$ cat src/rtl/fifo_packetizer.sv
`default_nettype none
// ============================================================================
// Module      : fifo_packetizer
// Description : Drains a single-clock byte FIFO and emits framed packets on a
//               valid/ready byte stream:
//                   SOF_BYTE, LEN, LEN payload bytes, CSUM
//               where LEN + payload + CSUM == 0 (mod 256). A packet is sent
//               when the FIFO holds MAX_LEN bytes, or as a short packet after
//               the FIFO has been non-empty for TIMEOUT idle cycles.
// Ports       : clk        - clock, rising edge
//               rst        - asynchronous reset, active low
//               fifo_data  - FIFO registered read data (valid after rd_en)
//               fifo_empty - FIFO empty flag
//               fifo_count - FIFO occupancy, 0..64
//               fifo_rd_en - FIFO read strobe, one cycle per payload byte
//               out_data   - stream byte
//               out_valid  - stream byte valid
//               out_ready  - sink accepts the byte this cycle
//               out_sof    - marks the header byte
//               out_eof    - marks the checksum byte
//               busy       - high outside IDLE
//               pkt_count  - completed packets, wraps
// Revision    : 1.0 - initial release
// ============================================================================
module fifo_packetizer #(
    parameter int         MAX_LEN  = 16,
    parameter int         TIMEOUT  = 32,
    parameter logic [7:0] SOF_BYTE = 8'hA5
) (
    input  logic        clk,
    input  logic        rst,
    input  logic [7:0]  fifo_data,
    input  logic        fifo_empty,
    input  logic [7:0]  fifo_count,
    output logic        fifo_rd_en,
    output logic [7:0]  out_data,
    output logic        out_valid,
    input  logic        out_ready,
    output logic        out_sof,
    output logic        out_eof,
    output logic        busy,
    output logic [15:0] pkt_count
);

    localparam int         c_IDLE_W   = $clog2(TIMEOUT);
    localparam logic [7:0] c_MAX_LEN8 = 8'(MAX_LEN);
    localparam logic [6:0] c_MAX_LEN7 = 7'(MAX_LEN);
    localparam logic [c_IDLE_W-1:0] c_TO_LAST = c_IDLE_W'(TIMEOUT - 1);

    localparam logic [2:0] c_ST_IDLE = 3'd0;
    localparam logic [2:0] c_ST_HDR  = 3'd1;
    localparam logic [2:0] c_ST_LEN  = 3'd2;
    localparam logic [2:0] c_ST_RD   = 3'd3;
    localparam logic [2:0] c_ST_DATA = 3'd4;
    localparam logic [2:0] c_ST_CSUM = 3'd5;

    logic [2:0]          r_state;
    logic [2:0]          w_next;
    logic [6:0]          r_len;
    logic [6:0]          r_remaining;
    logic [7:0]          r_csum;
    logic [c_IDLE_W-1:0] r_idle_cnt;
    logic [15:0]         r_pkt_count;
    logic                w_hs;

    // The read length never exceeds the occupancy snapshot and there is no
    // other reader, so the empty flag carries no information for this block.
    logic w_unused_empty;
    assign w_unused_empty = fifo_empty;

    assign w_hs      = out_valid && out_ready;
    assign pkt_count = r_pkt_count;

    // State register
    always_ff @(posedge clk or negedge rst) begin
        if (!rst) begin
            r_state <= c_ST_IDLE;
        end else begin
            r_state <= w_next;
        end
    end

    // Next-state logic
    always_comb begin
        w_next = r_state;
        case (r_state)
            c_ST_IDLE: begin
                if (fifo_count >= c_MAX_LEN8) begin
                    w_next = c_ST_HDR;
                end else if ((fifo_count != 8'd0) && (r_idle_cnt == c_TO_LAST)) begin
                    w_next = c_ST_HDR;
                end
            end
            c_ST_HDR:  if (w_hs) w_next = c_ST_LEN;
            c_ST_LEN:  if (w_hs) w_next = c_ST_RD;
            c_ST_RD:   w_next = c_ST_DATA;
            c_ST_DATA: begin
                if (w_hs) begin
                    w_next = (r_remaining == 7'd1) ? c_ST_CSUM : c_ST_RD;
                end
            end
            c_ST_CSUM: if (w_hs) w_next = c_ST_IDLE;
            default:   w_next = c_ST_IDLE;
        endcase
    end

    // Outputs decoded from the registered state; in DATA the byte comes
    // straight from the FIFO's output register, which holds until the next read.
    always_comb begin
        fifo_rd_en = 1'b0;
        out_data   = 8'd0;
        out_valid  = 1'b0;
        out_sof    = 1'b0;
        out_eof    = 1'b0;
        busy       = (r_state != c_ST_IDLE);
        case (r_state)
            c_ST_HDR: begin
                out_data  = SOF_BYTE;
                out_sof   = 1'b1;
                out_valid = 1'b1;
            end
            c_ST_LEN: begin
                out_data  = {1'b0, r_len};
                out_valid = 1'b1;
            end
            c_ST_RD: begin
                fifo_rd_en = 1'b1;
            end
            c_ST_DATA: begin
                out_data  = fifo_data;
                out_valid = 1'b1;
            end
            c_ST_CSUM: begin
                out_data  = 8'd0 - r_csum;
                out_eof   = 1'b1;
                out_valid = 1'b1;
            end
            default: ;
        endcase
    end

    // Datapath: length snapshot, idle timer, running checksum, packet counter
    always_ff @(posedge clk or negedge rst) begin
        if (!rst) begin
            r_len       <= 7'd0;
            r_remaining <= 7'd0;
            r_csum      <= 8'd0;
            r_idle_cnt  <= '0;
            r_pkt_count <= 16'd0;
        end else begin
            case (r_state)
                c_ST_IDLE: begin
                    if (fifo_count >= c_MAX_LEN8) begin
                        r_len      <= c_MAX_LEN7;
                        r_idle_cnt <= '0;
                    end else if (fifo_count != 8'd0) begin
                        if (r_idle_cnt == c_TO_LAST) begin
                            // Below MAX_LEN here, so the count fits in 7 bits
                            r_len      <= fifo_count[6:0];
                            r_idle_cnt <= '0;
                        end else begin
                            r_idle_cnt <= r_idle_cnt + 1'b1;
                        end
                    end else begin
                        r_idle_cnt <= '0;
                    end
                end
                c_ST_HDR: begin
                    if (w_hs) begin
                        r_csum      <= 8'd0;
                        r_remaining <= r_len;
                    end
                end
                c_ST_LEN: begin
                    if (w_hs) r_csum <= r_csum + {1'b0, r_len};
                end
                c_ST_DATA: begin
                    if (w_hs) begin
                        r_csum      <= r_csum + fifo_data;
                        r_remaining <= r_remaining - 7'd1;
                    end
                end
                c_ST_CSUM: begin
                    if (w_hs) r_pkt_count <= r_pkt_count + 16'd1;
                end
                default: ;
            endcase
        end
    end

endmodule
`default_nettype wire
$ cat config.mk
export PLATFORM = sky130hd
export DESIGN_NAME = fifo_packetizer
export DESIGN_NICKNAME = d
export VERILOG_FILES = /design/src/rtl/fifo_packetizer.sv
export SDC_FILE = /design/constraint.sdc
export NUM_CORES = 1
export LEC_CHECK = 0
export ABC_CLOCK_PERIOD_IN_PS = 2600
export BUFFER_PORTS_ARGS = -buffer_cell sky130_fd_sc_hd__buf_2
export CORE_MARGIN = 1
export CORE_UTILIZATION = 50
export CTS_BUF_LIST = sky130_fd_sc_hd__clkbuf_8
export CTS_CLUSTER_SIZE = 14
export DETAILED_ROUTE_END_ITERATION = 16
export GPL_TIMING_DRIVEN = 1
export PLACE_DENSITY = 0.75
export REMOVE_ABC_BUFFERS = 1
export SLEW_MARGIN = 20
export SYNTH_ARGS = -nofsm -noshare
export SYNTH_HDL_FRONTEND = slang
export SYNTH_SLANG_ARGS = --single-unit
$ cat constraint.sdc
create_clock -name clk -period 2.6 [get_ports clk]
set_input_delay 0.52 -clock clk [delete_from_list [all_inputs] [get_ports clk]]
set_output_delay 0.52 -clock clk [all_outputs]
set_load 0.01 [all_outputs]
; ---- Word-level counts from Yosys, hierarchy flattened
; Cells that the tools add are included.
; Widths: inputs -> output; s select.
[op_classes]
n_addsub = 6
mul = 0
n_div = 0
magnitude_cmp = 1
n_eq_ne = 12
n_shift = 0
mux = 26
bitwise_logic = 0
n_reduce_logical = 15
[op_table]
columns = cell, count
row1 = $mux 7, 5
row2 = $pmux 8 s4, 1
row3 = $mux 8, 3
row4 = $pmux 8 s3, 1
row5 = $mux 3, 7
row6 = $pmux 3 s6, 1
row7 = $add 16x1->16 const B, 1
row8 = $mux 5, 3
row9 = $pmux 7 s2, 1
row10 = $add 8x7->8, 1
row11 = $add 8x8->8, 1
row12 = $ge 8x5->1 const B, 1
row13 = $ne 2x2->1 const B, 4
row14 = $reduce_bool 8->1, 1
row15 = $sub 1x8->8 const A, 1
row16 = $eq 7x1->1 const B, 1
row17 = $sub 7x1->7 const B, 1
row18 = $eq 3x2->1 const B, 2
row19 = $eq 3x3->1 const B, 2
row20 = $reduce_and 3->1, 2
row21 = $reduce_bool 2->1, 3
row22 = $reduce_bool 3->1, 2
row23 = $add 5x1->5 const B, 1
row24 = $eq 5x5->1 const B, 1
row25 = other kinds (9), 13
[totals]
ff_bits = 46
latchBits = 0
ram_bits = 0
mem_bits_ro = 0
output_inout_bits = 29
elab_cells = 66
mem_count = 0

; ---- Logic depth before layout (Yosys ltp)
[logic_depth]
ltp_word = 6
mapped_depth = 14
depth_no_buf = 12

; ---- Least setup slack after synthesis
; No wires, ideal clock.
[synth_path]
path_kind = flip-flop to flip-flop
from = reg r_state[1]
to = reg r_csum[7]
setup_ns = 0.069
arrival_time_ns = 2.610
t_required_ns = 2.531
slack_ns = -0.079
stages_incl_launch_ff = 13
path_buffers = 2
period_less_slack_ns = 2.679
path_cell_list = dfrtp_1 -> buf_4 -> nand2b_1 -> or2_1 -> clkbuf_1 -> nand2_1 -> nand2_1 -> ha_1 -> a211oi_1 -> o211ai_1 -> and3_1 -> or4_1 -> nand3_1
[synth_between]
elab_chain_cells = 6
word_cells_on_any_way = 13
cone_classes = eq/ne: 7 / mux: 2 / reduce/logical: 4
[synth_lines]
columns = item, line
row1 = "start, declared", 57  ; logic [2:0] r_state;
row2 = "start signal, assigned", 77  ; r_state <= c_ST_IDLE;
row3 = "start signal, assigned", 79  ; r_state <= w_next;
row4 = "$eq 3x3->1, or another cell as far along", 116  ; case (r_state)
row5 = $reduce_or 4->1 (no line), --
row6 = $mux 1, 116
row7 = $logic_and 1x1->1, 71  ; assign w_hs = out_valid && out_ready;
row8 = $ne 2x2->1 (no line), --
row9 = $reduce_and 4->1 (no line), --
row10 = "end signal, assigned", 175  ; if (w_hs) r_csum <= r_csum + {1'b0, r_len};
row11 = "end signal, assigned", 179  ; r_csum <= r_csum + fifo_data;
row12 = "end, declared", 61  ; logic [7:0] r_csum;
; Parallel ways exist; a longest one is shown, timed or not.
; A chain may end at the register's enable or synchronous reset.

; ---- Final worst setup path
; Same ends and word-level chain as after synthesis.

==> impl_metrics.csv <==
group,metric,value,unit
routing,vias_per_cell,5.495,
routing,first_iter_violations,115,
floorplan,core_area,5540,µm²
timing,worst_pin_slew,0.8853,ns
timing,grt_setup_unrepaired,"yes",
floorplan,initial_core_util,51.94,%
clock_network,clock_sinks,46,
timing,slew_violations,0,
synth,yosysTopAreaCell,"dfrtp_1",
worst_setup_path,crit_fanout,17,
worst_setup_path,cp.required,2.84,ns
clock_network,clk_transition_reported_paths,0.09,ns
timing,relSlewSlack,40.58,%
synth,ys.flop_type,"dfrtp_1",
timing,clock_skew,0.008182,ns
routing,detail-route-antenna-nets,0,
routing,routed_wl,6274,µm
worst_setup_path,critPathKind,"register to register",
floorplan,placement_rows,27,
worst_setup_path,worstPathArrival,2.78,ns
synth,synth.distinct_cells,49,
timing,fmax,0.3946,GHz
power,ir_worst_vdd,648.9,µV
routing,drc,0,
worst_setup_path,startpoint_type,"register",
routing,vias,2533,
placement,placed_cells,453,
grt,grt_pass1_wl,10390,µm
layout,layout.nets,422,
run_status,status,"finished clean",
clock_network,clock_path_buffers,2,
job,cap_violations,0,
clock_network,cts_root_buf,"clkbuf_8",
power,power,3.455,mW
layout,fin_cells,461,
grt,antenna_found_initial,0,
clock_network,htree_levels,2,
synth,synth_area_leaders,"dfrtp_1 40%, nand2_1 8.3%, ha_1 5.7%",
floorplan,dieHeight,77.87,µm
layout,antenna_cells,0,
clock_network,cts_tree,"built",
synth,ys_seq_area_share,40.00,%
synth,syn_area,2878,µm²
hold_path,hold_class,"input pin to asynchronous set/reset pin",
worst_setup_path,setup.worst_path.end_class,"register",
synth,syn_area_per_cell,8.616,µm²
timing,hold_viol_final,0,
synth,yosys_register_bits,46,
placement,hpwlAfterDp,4529,µm
synth,synth_enable_flop_cells,0,
layout,utilization,61.47,%
grt,grt_usage,21.47,%
timing,setup_viol,0,
clock_network,numCtsBuffers,5,
synth,synth_most_common_cell,"nand2_1",
synth,async_flop_share,100.0,%
synth,synth_top_area_share,40.00,%
timing,min_period,2.534,ns
floorplan,io_pins,49,
synth,synth_common_cells,"64 x nand2_1, 46 x dfrtp_1, 27 x o21ai_0, 25 x nor2_1, 17 x xnor2_1",
routing,drt_first_pass_iters,4,
placement,place.port_buffers,47,
power,leakagePower,1.642,nW
grt,grt_overflow_total,0,
floorplan,die_area,6063,µm²
synth,synthCells,334,
synth,yosysWarnings,0,
timing,whs,0.2881,ns
timing,fin_crit_sh,97.48,%
grt,grt_pass1_vias,2314,
floorplan,chipWidth,77.87,µm
routing,wl_per_cell,13.61,µm
layout,fillerInstances,477,
grt,grt_max_degree,47,
clock_network,clk-insertion-delay-late,0.30,ns
placement,gp_congestion,0.8499,
layout,area_delta_synth_final,18.35,%
layout,drive_gt1_share,22.11,%
clock_network,ctsHoldBuffers,0,
power,power_density,1015,nW/µm²
worst_setup_path,reg2regPathDepth,11,
==> worst paths after layout <==
kind / start / to / slack (ns)
worst max-delay path: r_state[1] / r_csum[7] / 0.07
worst min-delay path: rst / pkt_count[3] / 0.29
worst max register to register: r_state[1] / r_csum[7] / 0.07
worst min register to register: pkt_count[15] / pkt_count[15] / 0.47
max in group asynchronous: rst / r_len[6] / 1.91
min in group clk: fifo_count[0] / r_len[0] / 0.44
==> sequential cells by signal (all words and copies together) (netlist names) <==
signal	count
r_state	3
r_idle_cnt	5
pkt_count	16
r_remaining	7
r_len	7
r_csum	8
==> per-stage QoR <==
| stage | instance area [µm²] | setup WS [ns] | TNS, ns |
|---|---|---|---|
| CTS | 3337 | 0.02360 | 0 |
| floorplan | 2816 | -0.2074 | -0.3584 |
| global placement | 3239 | 0.05730 | 0 |
| global route | 3406 | -0.04636 | -0.06535 |
| detailed placement | 3239 | -0.04189 | -0.04189 |
| finish | 3406 | 0.06561 | 0 |
==> cells by family (layout without fill, tap and decap cells) <==
group / count (synthesis) / count (layout) / share of synthesized area [%]
and+or+nand+nor: 142 / 142 / 23.91
AOI/OAI and AO/OA: 73 / 73 / 15.17
DFF: 46 / 46 / 40.00
xor gates and xnor gates: 29 / 29 / 9.087
buffers and inverters: 25 / 80 / 3.695
adders and majority gates: 14 / 14 / 6.348
muxes: 5 / 5 / 1.783
==> layer usage <==
metal	up-vias	routed length (µm)	global-route usage, %
li1	1262	-	-
met1	1188	2923	27.34
met2	75	2892	36.11
met5	-	0	0
met3	8	378	4.824
met4	0	80	6.604
==> report_power, final <==
part           switching [mW]  total, mW  internal, mW  leakage, nW
sequential              0.212       1.08         0.873        0.617
clock                   0.262      0.451         0.189       0.0441
combinational            1.07       1.92         0.850        0.981
total                    1.54       3.46          1.91         1.64
==> cell usage in the layout, fill, tap and decap left out, types with 3 or more instances in the layout <==
cell / synthesis / layout
nand2b_1: 5 / 5
mux2i_1: 4 / 4
nand3_1: 8 / 8
inv_1: 12 / 12
xnor2_1: 17 / 17
ha_1: 13 / 11
buf_4: 2 / 11
nand2_1: 64 / 64
o21ai_0: 27 / 25
clkbuf_8: 0 / 5
o21ai_1: 7 / 9
nand4_1: 3 / 3
a21oi_1: 14 / 13
buf_2: 4 / 47
nor3_1: 7 / 6
xor2_1: 11 / 11
a22oi_1: 4 / 4
and2_1: 6 / 6
nor2_1: 25 / 24
and3_1: 8 / 8
dfrtp_1: 46 / 46
==> worst max-delay path: stages (launching register included) <==
cell      delay [ns]
dfrtp_1         0.40
nand2b_1        0.17
or2_4           0.26
buf_6           0.16
nand2_1         0.07
nand2_1         0.09
ha_4            0.25
a21oi_4         0.16
o211ai_1        0.15
and3_1          0.21
or4_1           0.47
nand3_1         0.08
==> cell type report <==
type | instances | area [µm²] | share of cell area, %
flip-flops and latches | 46 | 1151 | 33.80
multi-input cells | 263 | 1689 | 49.60
well taps | 72 | 90.09 | 2.645
clock buffers | 5 | 68.82 | 2.021
repair buffers | 60 | 340.3 | 9.993
clock inverters | 3 | 21.27 | 0.6245
inverters | 12 | 45.04 | 1.323
==> timing repair <==
| action | 4_1_cts | 5_1_grt |
|---|---|---|
| endpoints found under the setup margin | 1 | 4 |
| pin swaps | 0 | 5 |
| gates resized for setup | 2 | 13 |
| setup buffers | 0 | 0 |
Note: power is estimated with default switching activity, not from simulation.
